<file path="src/rtl/tlc_ctrl.sv">
// tlc_ctrl: traffic-light FSM that loads and watches an external down-counting timer.
// Optional pedestrian WALK phase is compiled in with the TLC_PED_EN macro.
module tlc_ctrl #(
  parameter int N        = 4,
  parameter int T_GREEN  = 10,
  parameter int T_YELLOW = 3,
  parameter int T_RED    = 1,
  parameter int T_SIDE   = 6,
  parameter int T_WALK   = 5
) (
  input  logic         clk,
  input  logic         rst_n,
  input  logic         side_req,
`ifdef TLC_PED_EN
  input  logic         ped_req,
  output logic         walk,
`endif
  input  logic [N-1:0] tmr_out,
  output logic         tmr_load,
  output logic [N-1:0] tmr_init,
  output logic         tmr_en,
  output logic [2:0]   main_lt,
  output logic [2:0]   side_lt
);

  localparam int TMAX = (1 << N) - 1;

  if (T_GREEN < 1 || T_GREEN > TMAX) begin : g_bad_green
    $error("tlc_ctrl: T_GREEN out of range");
  end
  if (T_YELLOW < 1 || T_YELLOW > TMAX) begin : g_bad_yellow
    $error("tlc_ctrl: T_YELLOW out of range");
  end
  if (T_RED < 1 || T_RED > TMAX) begin : g_bad_red
    $error("tlc_ctrl: T_RED out of range");
  end
  if (T_SIDE < 1 || T_SIDE > TMAX) begin : g_bad_side
    $error("tlc_ctrl: T_SIDE out of range");
  end
  if (T_WALK < 1 || T_WALK > TMAX) begin : g_bad_walk
    $error("tlc_ctrl: T_WALK out of range");
  end

  localparam logic [N-1:0] D_GREEN  = N'(T_GREEN);
  localparam logic [N-1:0] D_YELLOW = N'(T_YELLOW);
  localparam logic [N-1:0] D_RED    = N'(T_RED);
  localparam logic [N-1:0] D_SIDE   = N'(T_SIDE);
`ifdef TLC_PED_EN
  localparam logic [N-1:0] D_WALK   = N'(T_WALK);
`endif

  localparam logic [2:0] LR = 3'b100;
  localparam logic [2:0] LY = 3'b010;
  localparam logic [2:0] LG = 3'b001;

  typedef enum logic [2:0] {
    MAIN_GREEN,
    MAIN_YELLOW,
    ALL_RED_1,
    SIDE_GREEN,
    SIDE_YELLOW,
    ALL_RED_2
`ifdef TLC_PED_EN
    , WALK
`endif
  } state_t;

  state_t       r_state;
  state_t       w_nxt;
  logic         r_load;
  logic [N-1:0] r_init;
  logic         r_en;
  logic [2:0]   r_main;
  logic [2:0]   r_side;
  logic         r_req;
  logic         w_expired;
  logic         w_pending;
  logic         w_exit_main;
  logic         w_go;
  logic [5:0]   w_lamps;
  logic [N-1:0] w_dur;

`ifdef TLC_PED_EN
  logic r_ped;
  logic r_walk;
`endif

  // tmr_out is stale in the cycle the load strobe is out
  assign w_expired = (tmr_out == '0) && !r_load;
  assign w_pending = r_req | side_req;

`ifdef TLC_PED_EN
  assign w_exit_main = w_pending | r_ped | ped_req;
`else
  assign w_exit_main = w_pending;
`endif

  always_comb begin
    w_nxt = r_state;
    unique case (r_state)
      MAIN_GREEN: begin
        if (w_exit_main) w_nxt = MAIN_YELLOW;
      end
      MAIN_YELLOW: w_nxt = ALL_RED_1;
`ifdef TLC_PED_EN
      ALL_RED_1: w_nxt = w_pending ? SIDE_GREEN : WALK;
      ALL_RED_2: w_nxt = r_ped ? WALK : MAIN_GREEN;
      WALK:      w_nxt = ALL_RED_2;
`else
      ALL_RED_1: w_nxt = SIDE_GREEN;
      ALL_RED_2: w_nxt = MAIN_GREEN;
`endif
      SIDE_GREEN:  w_nxt = SIDE_YELLOW;
      SIDE_YELLOW: w_nxt = ALL_RED_2;
      default:     w_nxt = ALL_RED_2;
    endcase
    if (!w_expired) w_nxt = r_state;
  end

  // holding in MAIN_GREEN leaves w_nxt == r_state, so no reload
  assign w_go = w_expired && (w_nxt != r_state);

  always_comb begin
    w_lamps = {LR, LR};
    w_dur   = D_RED;
    unique case (w_nxt)
      MAIN_GREEN: begin
        w_lamps = {LG, LR};
        w_dur   = D_GREEN;
      end
      MAIN_YELLOW: begin
        w_lamps = {LY, LR};
        w_dur   = D_YELLOW;
      end
      SIDE_GREEN: begin
        w_lamps = {LR, LG};
        w_dur   = D_SIDE;
      end
      SIDE_YELLOW: begin
        w_lamps = {LR, LY};
        w_dur   = D_YELLOW;
      end
`ifdef TLC_PED_EN
      WALK: begin
        w_lamps = {LR, LR};
        w_dur   = D_WALK;
      end
`endif
      default: begin
        w_lamps = {LR, LR};
        w_dur   = D_RED;
      end
    endcase
  end

  always_ff @(posedge clk or negedge rst_n) begin
    if (!rst_n) begin
      r_state <= ALL_RED_2;
      r_load  <= 1'b1;
      r_init  <= D_RED;
      r_en    <= 1'b0;
      r_main  <= LR;
      r_side  <= LR;
    end else begin
      r_state <= w_nxt;
      r_load  <= w_go;
      r_en    <= 1'b1;
      r_main  <= w_lamps[5:3];
      r_side  <= w_lamps[2:0];
      if (w_go) r_init <= w_dur;
    end
  end

  always_ff @(posedge clk or negedge rst_n) begin
    if (!rst_n) begin
      r_req <= 1'b0;
    end else if (w_go && (w_nxt == SIDE_GREEN)) begin
      r_req <= 1'b0;
    end else if (side_req) begin
      r_req <= 1'b1;
    end
  end

`ifdef TLC_PED_EN
  always_ff @(posedge clk or negedge rst_n) begin
    if (!rst_n) begin
      r_ped  <= 1'b0;
      r_walk <= 1'b0;
    end else begin
      r_walk <= (w_nxt == WALK);
      if (w_go && (w_nxt == WALK)) r_ped <= 1'b0;
      else if (ped_req)            r_ped <= 1'b1;
    end
  end

  assign walk = r_walk;
`endif

  assign tmr_load = r_load;
  assign tmr_init = r_init;
  assign tmr_en   = r_en;
  assign main_lt  = r_main;
  assign side_lt  = r_side;

endmodule

</file>
<file path="config.mk">
export PLATFORM = sky130hd
export DESIGN_NAME = tlc_ctrl
export DESIGN_NICKNAME = d
export VERILOG_FILES = /design/src/rtl/tlc_ctrl.sv
export SDC_FILE = /design/constraint.sdc
export NUM_CORES = 1
export LEC_CHECK = 0
export ABC_CLOCK_PERIOD_IN_PS = 3900
export CAP_MARGIN = 20
export CORE_UTILIZATION = 50
export DETAILED_ROUTE_END_ITERATION = 6
export PLACE_DENSITY = 0.83
export SLEW_MARGIN = 20
export SYNTH_ARGS = -nofsm -noshare
export SYNTH_HDL_FRONTEND = slang
export SYNTH_SLANG_ARGS = --single-unit
export TNS_END_PERCENT = 100
</file>
<file path="constraint.sdc">
create_clock -name clk -period 3.9 [get_ports clk]
set_clock_uncertainty 0.2 [all_clocks]
set_input_delay 0.78 -clock clk [delete_from_list [all_inputs] [get_ports clk]]
set_output_delay 0.78 -clock clk [all_outputs]
set_load 0.01 [all_outputs]
</file>
======== Yosys cells after proc, flatten, opt, wreduce, memory -nomap -nowiden ========
Cells that the tools add are included.
operators by class
  $add $sub $neg .......................... 0
  multiply operators ...................... 0
  divide/modulo/power cells ............... 0
  order comparisons ....................... 0
  equal/unequal tests ..................... 8
  shifts and indexed selects .............. 0
  muxes and demuxes ....................... 7
  bitwise logic cells ..................... 1
  reduce and logical (&&, ||, !) cells .... 9
operator list
  kind                  count
  $pmux W6 S4           1
  $pmux W3 S5           1
  $pmux W4 S3           1
  $eq A3 B2 Y1 const B  3
  $eq A3 B1 Y1 const B  2
  $eq A3 B3 Y1 const B  2
  $logic_not A3 Y1      2
  $mux W3               2
  $logic_not A4 Y1      1
  $logic_and A1 B1 Y1   3
  $ne A3 B3 Y1          1
  $mux W1               2
  $reduce_bool A2 Y1    1
  $reduce_or A2 Y1      1
  $logic_not A1 Y1      1
  $or A1 B1 Y1          1
word-level totals
  register bits after elaboration ......... 16
  latch bits .............................. 0
  RAM bits ................................ 0
  bits in read-only memories .............. 0
  bits of input ports ..................... 7
  output and inout bits ................... 12
  memories kept ........................... 0

======== Depth between registers and ports, before layout ========
Gate-level depths: netlist of the first run.
  word-level depth ........................ 8
  depth in mapped cells ................... 5

======== Worst setup path before layout of the first run ========
OpenSTA, ideal clock, no wires.
  path type ............................... in2reg
  from .................................... in tmr_out[3]
  to ...................................... reg r_init[2] (netlist: tmr_init[2])
  data arrival time ....................... 1.591 ns
  data required time ...................... 3.579 ns
  setup slack ............................. 1.988 ns
  stages .................................. 5
  buffers on the path ..................... 1
  cell sequence ........................... nor2_1 -> and2_2 -> buf_6 -> a22o_1 -> a22o_2
between the ends
  cells in the longest elaborated chain, start to end .. 6
  elaborated cells between the ends (all ways) .. 11
  those cells by class .................... eq/ne: 4; mux: 2; reduce/logical: 5
RTL lines
  element                                              RTL line  RTL
  start, declared                                      18        input logic [N-1:0] tmr_out,
  $logic_not A4 Y1 *                                   89        assign w_expired = (tmr_out == '0) && !r_load;
  $logic_and A1 B1 Y1 *                                89
  $mux W3                                              117       if (!w_expired) w_nxt = r_state;
  $eq A3 B3 Y1 / $eq A3 B1 Y1 (equally long branches)  126       unique case (w_nxt)
  $reduce_or A2 Y1 (no line)                           -
  $pmux W4 S3                                          126
  end signal, assigned                                 170       if (w_go) r_init <= w_dur;
  end, declared                                        71        logic [N-1:0] r_init;
Mark *: on every way between the ends. The rest lies on a longest branch, timed or not.
A chain may end at the register's enable or synchronous reset.

======== Final worst setup path of the first run ========
  from .................................... reg r_load (netlist: tmr_load)
  to ...................................... out tmr_load
RTL lines
  element                 RTL line  RTL
  start, declared         70        logic r_load;
  start signal, assigned  166       r_load <= w_go;
  end, declared           19        output logic tmr_load,
No word-level cell between the ends.

==> metrics.cfg, run 1 <==
[power]
p_leak_nw = 0.403
power_w = 0.000592
clkPwrFrac = 0.138
power_density_mw_per_mm2 = 628
intPower_w = 0.000396
p_sw_frac = 0.330
peakVddDrop_uv = 297
combPwrFrac = 0.370
seqPwrFrac = 0.492
p_switching_w = 0.000195

[job]
max_cap_violations = 0

[cts]
cts_buffers = 3
postCtsHoldBufs = 0
clk-insertion-delay-late_ns = 0.28
clk_path_buf_depth = 2
post_cts_buffers = 0
cts-root-buf = clkbuf_4
cts_tree = done
post_cts_resized = 0
cts_sinks = 16
clk_pin_slew_ns = 0.09
h-tree-depth = 1

[die]
num_rows = 13
io_pins = 19
die_h_um = 40.6
core_area_mm2 = 0.00133
die_w_um = 40.6
start_util = 0.557
fp.dieArea_mm2 = 0.00164

[timing]
whs_ns = 0.325
setup_viol_count_final = 0
max_freq_mhz = 426
period_needed_ns = 2.35
rsz0062_at_grt = no
slew_headroom = 0.530
period_share = 0.602
finalWorstSetupSlack_ns = 1.55
worst_pin_slew_ns = 0.703
hold_violations = 0
slew_violations = 0
fin_setup_tns_ns = 0

[final_layout]
final_common_cell = clkdlybuf4s50_1
register_area_um2 = 408
design_area_um2 = 942
layout_common_cells = clkdlybuf4s50_1 (18), dfrtp_1 (10), a21oi_1 (8), dfstp_2 (6), nor2_1 (5)
syn_to_final_growth_pct = 26.8
multi_input_area_um2 = 305
n_antenna_cell = 0
num-fill-cells = 99
layout-drive-gt1-share = 0.198
nets = 95

[global_route]
antenna_found_initial = 0
grt_pass1_vias = 483
grt_pass1_wl_um = 2050
grt_start_max_net_pins = 17
overflow = 0
track_usage = 0.193

[critical_path]
critical_path_buf_inv_count = 1
r2r_setup_slack_ns = 2.26
worst_ep_required_time_ns = 2.92
cp_max_fo = 2
worstPathCellList = clkdlybuf4s50_1
end_kind = primary output
crit_family = flip-flops
start_kind = flop
crit_type = reg2out
cp_slowest_stage_delay_ns = 0.56
crit_slowest_cell = dfstp_2
arrival_ns = 1.37

[route]
drt-total-wl_um = 1270
antenna_left = 0
route.vias.total = 557
drc = 0
wl_per_cell_um = 12.6
dr.pass1.iters = 4
dr.first_iter.drc_count = 3
viasPerCell = 5.51

[logic_synthesis]
synth-main-ff-cell = dfrtp_1
ys_warn_count = 0
async_reset_ff_frac = 1.00
synth-seq-cells = 16
synth-edff-count = 0
synth.yosys.seq_area_share = 0.549
syn_area_um2 = 743
synth.net_count = 76
avgSynthCellArea_um2 = 10.8
synthCells = 69
ys_types = 31

[placed_design]
hpwl_um = 897
postPlaceCellArea_um2 = 920
post-place-ws_ns = 1.48
place.gp.congestion = 0.818
numPortBuffers = 18

[status]
outcome = completed

[hold_path]
hp-class = reg2reg

[cells by family (layout without fill, tap and decap cells)]
group	Yosys count	in the layout	share of synthesized area
AO/OA/AOI/OAI	24	24	0.214
buffers and inverters	6	23	0.0404
flip-flops	16	16	0.549
multiplexers	2	2	0.0286
other	1	1	0.00505
AND/OR/NAND/NOR	20	20	0.163
[flip-flops by register name (all words and copies together), names as in the netlist]
signal and flops:
r_req 1, r_state 3, main_lt 3, side_lt 3
tmr_en 1, tmr_load 1, tmr_init 4
[layer usage]
layer | track usage | share of wire
met5 | 0 | 0
met2 | 0.302 | 0.49
met4 | 0.100 | 0.0079
met3 | 0.0333 | 0.042
met1 | 0.252 | 0.46
[cells in the mapped netlist, types with 2 or more instances]
cell type | n | area [um^2]
dfrtp_1 | 10 | 250
a21oi_1 | 8 | 40.0
dfstp_2 | 6 | 158
nor2_1 | 5 | 18.8
o21ai_0 | 4 | 20.0
clkbuf_1 | 3 | 11.3
a21o_1 | 2 | 15.0
a21o_2 | 2 | 17.5
a22o_1 | 2 | 17.5
inv_1 | 2 | 7.51
nand2_1 | 2 | 7.51
nand2b_1 | 2 | 12.5
nand3_1 | 2 | 10.0
nor3_1 | 2 | 10.0
[worst reg2reg max path, delay by kind of cell (launching register included)]
kind | cells | cell delay (ns)
compound gates | 1 | 0.17
simple gates | 3 | 0.63
flops | 1 | 0.56
[through the flow]
stage,util,std cells
after global placement,0.689,98
after floorplan,-,69
after CTS,0.706,101
after detailed placement,0.689,98
final,0.706,101
after global routing,0.706,101
[area by class of cell]
class                           instances  share of cell area
Tap cell                               15              0.0199
Multi-Input combinational cell         47               0.324
Timing Repair Buffer                   18               0.191
Clock buffer                            3              0.0239
Inverter                                2             0.00797
Sequential cell                        16               0.433
[power by group through the flow]
stage / sequential, W / combinational [W] / clock (W)
after CTS: 0.000289 / 0.000222 / 0.0000859
after detailed placement: 0.000292 / 0.000220 / 0
after floorplan: 0.000283 / 0.000122 / 0
after global placement: 0.000292 / 0.000218 / 0
after global routing: 0.000299 / 0.000243 / 0.0000922
final: 0.000291 / 0.000219 / 0.0000817
[path summary, 6_finish.rpt]
kind | cells past startpoint | to | startpoint
max in group asynchronous | 1 | main_lt[0]$_DFF_PN0_ | rst_n
worst min-delay path | 1 | tmr_init[3]$_DFFE_PN0N_ | tmr_init[3]$_DFFE_PN0N_
min in group asynchronous | 1 | main_lt[1]$_DFF_PN0_ | rst_n
worst min register to register | 1 | tmr_init[3]$_DFFE_PN0N_ | tmr_init[3]$_DFFE_PN0N_
worst max register to register | 4 | side_lt[1]$_DFF_PN0_ | tmr_load$_DFF_PN1_
worst max-delay path | 1 | tmr_load | tmr_load$_DFF_PN1_
Power figures use the tool's default switching activity.
==> run 2: changes to the inputs <==
Settings changed: ABC_CLOCK_PERIOD_IN_PS 3900 to 2400, CORE_UTILIZATION 50 to 46, PLACE_DENSITY 0.83 to 0.78.
Clock period 3.9 ns to 2.4 ns, I/O delays scaled along.
==> metrics.cfg, run 2 (synthesis results as in run 1) <==
[status]
outcome = completed

[power]
intPower_w = 0.000678  ; +71%
p_switching_w = 0.000329  ; +69%
peakVddDrop_uv = 652  ; +120%
clkPwrFrac = 0.174  ; +0.036
p_leak_nw = 0.410  ; +1.8%
power_density_mw_per_mm2 = 1050  ; +68%
combPwrFrac = 0.356  ; -0.014
p_sw_frac = 0.327  ; -0.00303
seqPwrFrac = 0.470  ; -0.022

[cts]
cts_buffers = 3  ; unchanged
clk_pin_slew_ns = 0.09  ; about the same
h-tree-depth = 1  ; unchanged
postCtsHoldBufs = 0  ; unchanged
cts-root-buf = clkbuf_4
post_cts_resized = 0  ; unchanged
clk_path_buf_depth = 2  ; unchanged
cts_tree = done
post_cts_buffers = 0  ; unchanged
cts_sinks = 16  ; unchanged
clk-insertion-delay-late_ns = 0.28  ; about the same

[die]
fp.dieArea_mm2 = 0.00178  ; +8.3%
start_util = 0.493  ; -0.0639
io_pins = 19  ; unchanged
core_area_mm2 = 0.00151  ; +13%
die_w_um = 42.2  ; +4.0%
num_rows = 14  ; +1
die_h_um = 42.2  ; +4.0%

[final_layout]
nets = 95  ; unchanged
utilization = 0.635  ; -0.0710
final_common_cell = clkdlybuf4s50_1
layout-drive-gt1-share = 0.207  ; +0.00922
layout_common_cells = clkdlybuf4s50_1 (18), dfrtp_1 (10), a21oi_1 (8), dfstp_2 (6), nor2_1 (5)
n_antenna_cell = 0  ; unchanged
design_area_um2 = 957  ; +1.6%
largest_reg_flops = 4  ; unchanged
syn_to_final_growth_pct = 28.8

[timing]
max_freq_mhz = 484
period_needed_ns = 2.07
slew_violations = 0  ; unchanged
fin_setup_tns_ns = 0  ; unchanged
finalWorstSetupSlack_ns = 0.333  ; -1.22 ns
whs_ns = 0.327  ; +0.00179 ns
period_share = 0.861
slew_headroom = 0.534  ; +0.00392
rsz0062_at_grt = no
setup_viol_count_final = 0  ; unchanged
hold_violations = 0  ; unchanged
worst_pin_slew_ns = 0.697  ; -0.00586 ns

[route]
wl_per_cell_um = 13.3  ; +5.6%
dr.first_iter.drc_count = 20  ; +17
drc = 0  ; unchanged
route.vias.total = 577  ; +3.6%
antenna_left = 0  ; unchanged
viasPerCell = 5.60  ; +1.6%
dr.pass1.iters = 4  ; unchanged
drt-total-wl_um = 1370  ; +7.7%

[placed_design]
numPortBuffers = 18  ; unchanged
post-place-ws_ns = 0.275  ; -1.20 ns
hpwl_um = 949  ; +5.8%
postPlaceCellArea_um2 = 921  ; +0.14%
place.gp.congestion = 0.759  ; -7.2%

[critical_path]
arrival_ns = 1.39  ; +0.02 ns
critical_path_buf_inv_count = 1  ; unchanged
worst_ep_required_time_ns = 1.72  ; -1.20 ns
start_kind = flop
worstPathCellList = clkdlybuf4s50_1
cp_max_fo = 2  ; unchanged
cp_slowest_stage_delay_ns = 0.56  ; about the same
crit_slowest_cell = dfstp_2
crit_type = reg2out
crit_family = flip-flops
end_kind = primary output

[global_route]
grt_pass1_wl_um = 2390  ; +17%
antenna_found_initial = 0  ; unchanged
overflow = 0  ; unchanged
grt_pass1_vias = 529  ; +9.5%
grt_start_max_net_pins = 17  ; unchanged
track_usage = 0.176  ; -0.0162

[hold_path]
hp-class = reg2reg

[job]
max_cap_violations = 0  ; unchanged

-- run 2: cell count changes in the layout (fill, tap and decap cells not counted) --
cell	previous run	this run
clkbuf_8	0	1
-- run 2: final timing paths --
kind                                         start  cells past startpoint                       to  slack [ns]
max                             tmr_load$_DFF_PN1_                      1                 tmr_load        0.33
max reg2reg                     tmr_load$_DFF_PN1_                      4     side_lt[1]$_DFF_PN0_        0.74
max in group asynchronous                    rst_n                      1         tmr_en$_DFF_PN0_        1.15
min in group asynchronous                    rst_n                      1        r_req$_DFFE_PN0P_        0.41
min reg2reg                tmr_init[3]$_DFFE_PN0N_                      1  tmr_init[3]$_DFFE_PN0N_        0.33
min                        tmr_init[3]$_DFFE_PN0N_                      1  tmr_init[3]$_DFFE_PN0N_        0.33
-- run 2: power by group through the flow --
stage	registers (W)	clock network [W]	logic, W
after floorplan	0.000460	0	0.000198
after global placement	0.000476	0	0.000355
after detailed placement	0.000477	0	0.000357
after CTS	0.000472	0.000181	0.000360
after global routing	0.000488	0.000191	0.000396
final	0.000473	0.000175	0.000359
-- run 2: layer usage --
| metal | routed length (um) | track usage |
|---|---|---|
| met1 | 609 | 0.238 |
| met2 | 655 | 0.268 |
| met3 | 94 | 0.0603 |
| met4 | 9 | 0.0563 |
| met5 | 0 | 0 |
-- run 2: area by class of cell --
type                            instances  area (um^2)
Fill cell                             125          549
Sequential cell                        16          408
Multi-Input combinational cell         47          305
Timing Repair Buffer                   18          180
Clock buffer                            4         36.3
Tap cell                               16         20.0
Inverter                                2         7.51
-- run 2: stage by stage --
stage	std cells	power, W
floorplan	69	0.000658
global placement	99	0.000831
detailed placement	99	0.000834
CTS	103	0.00101
global route	103	0.00107
finish	103	0.00101
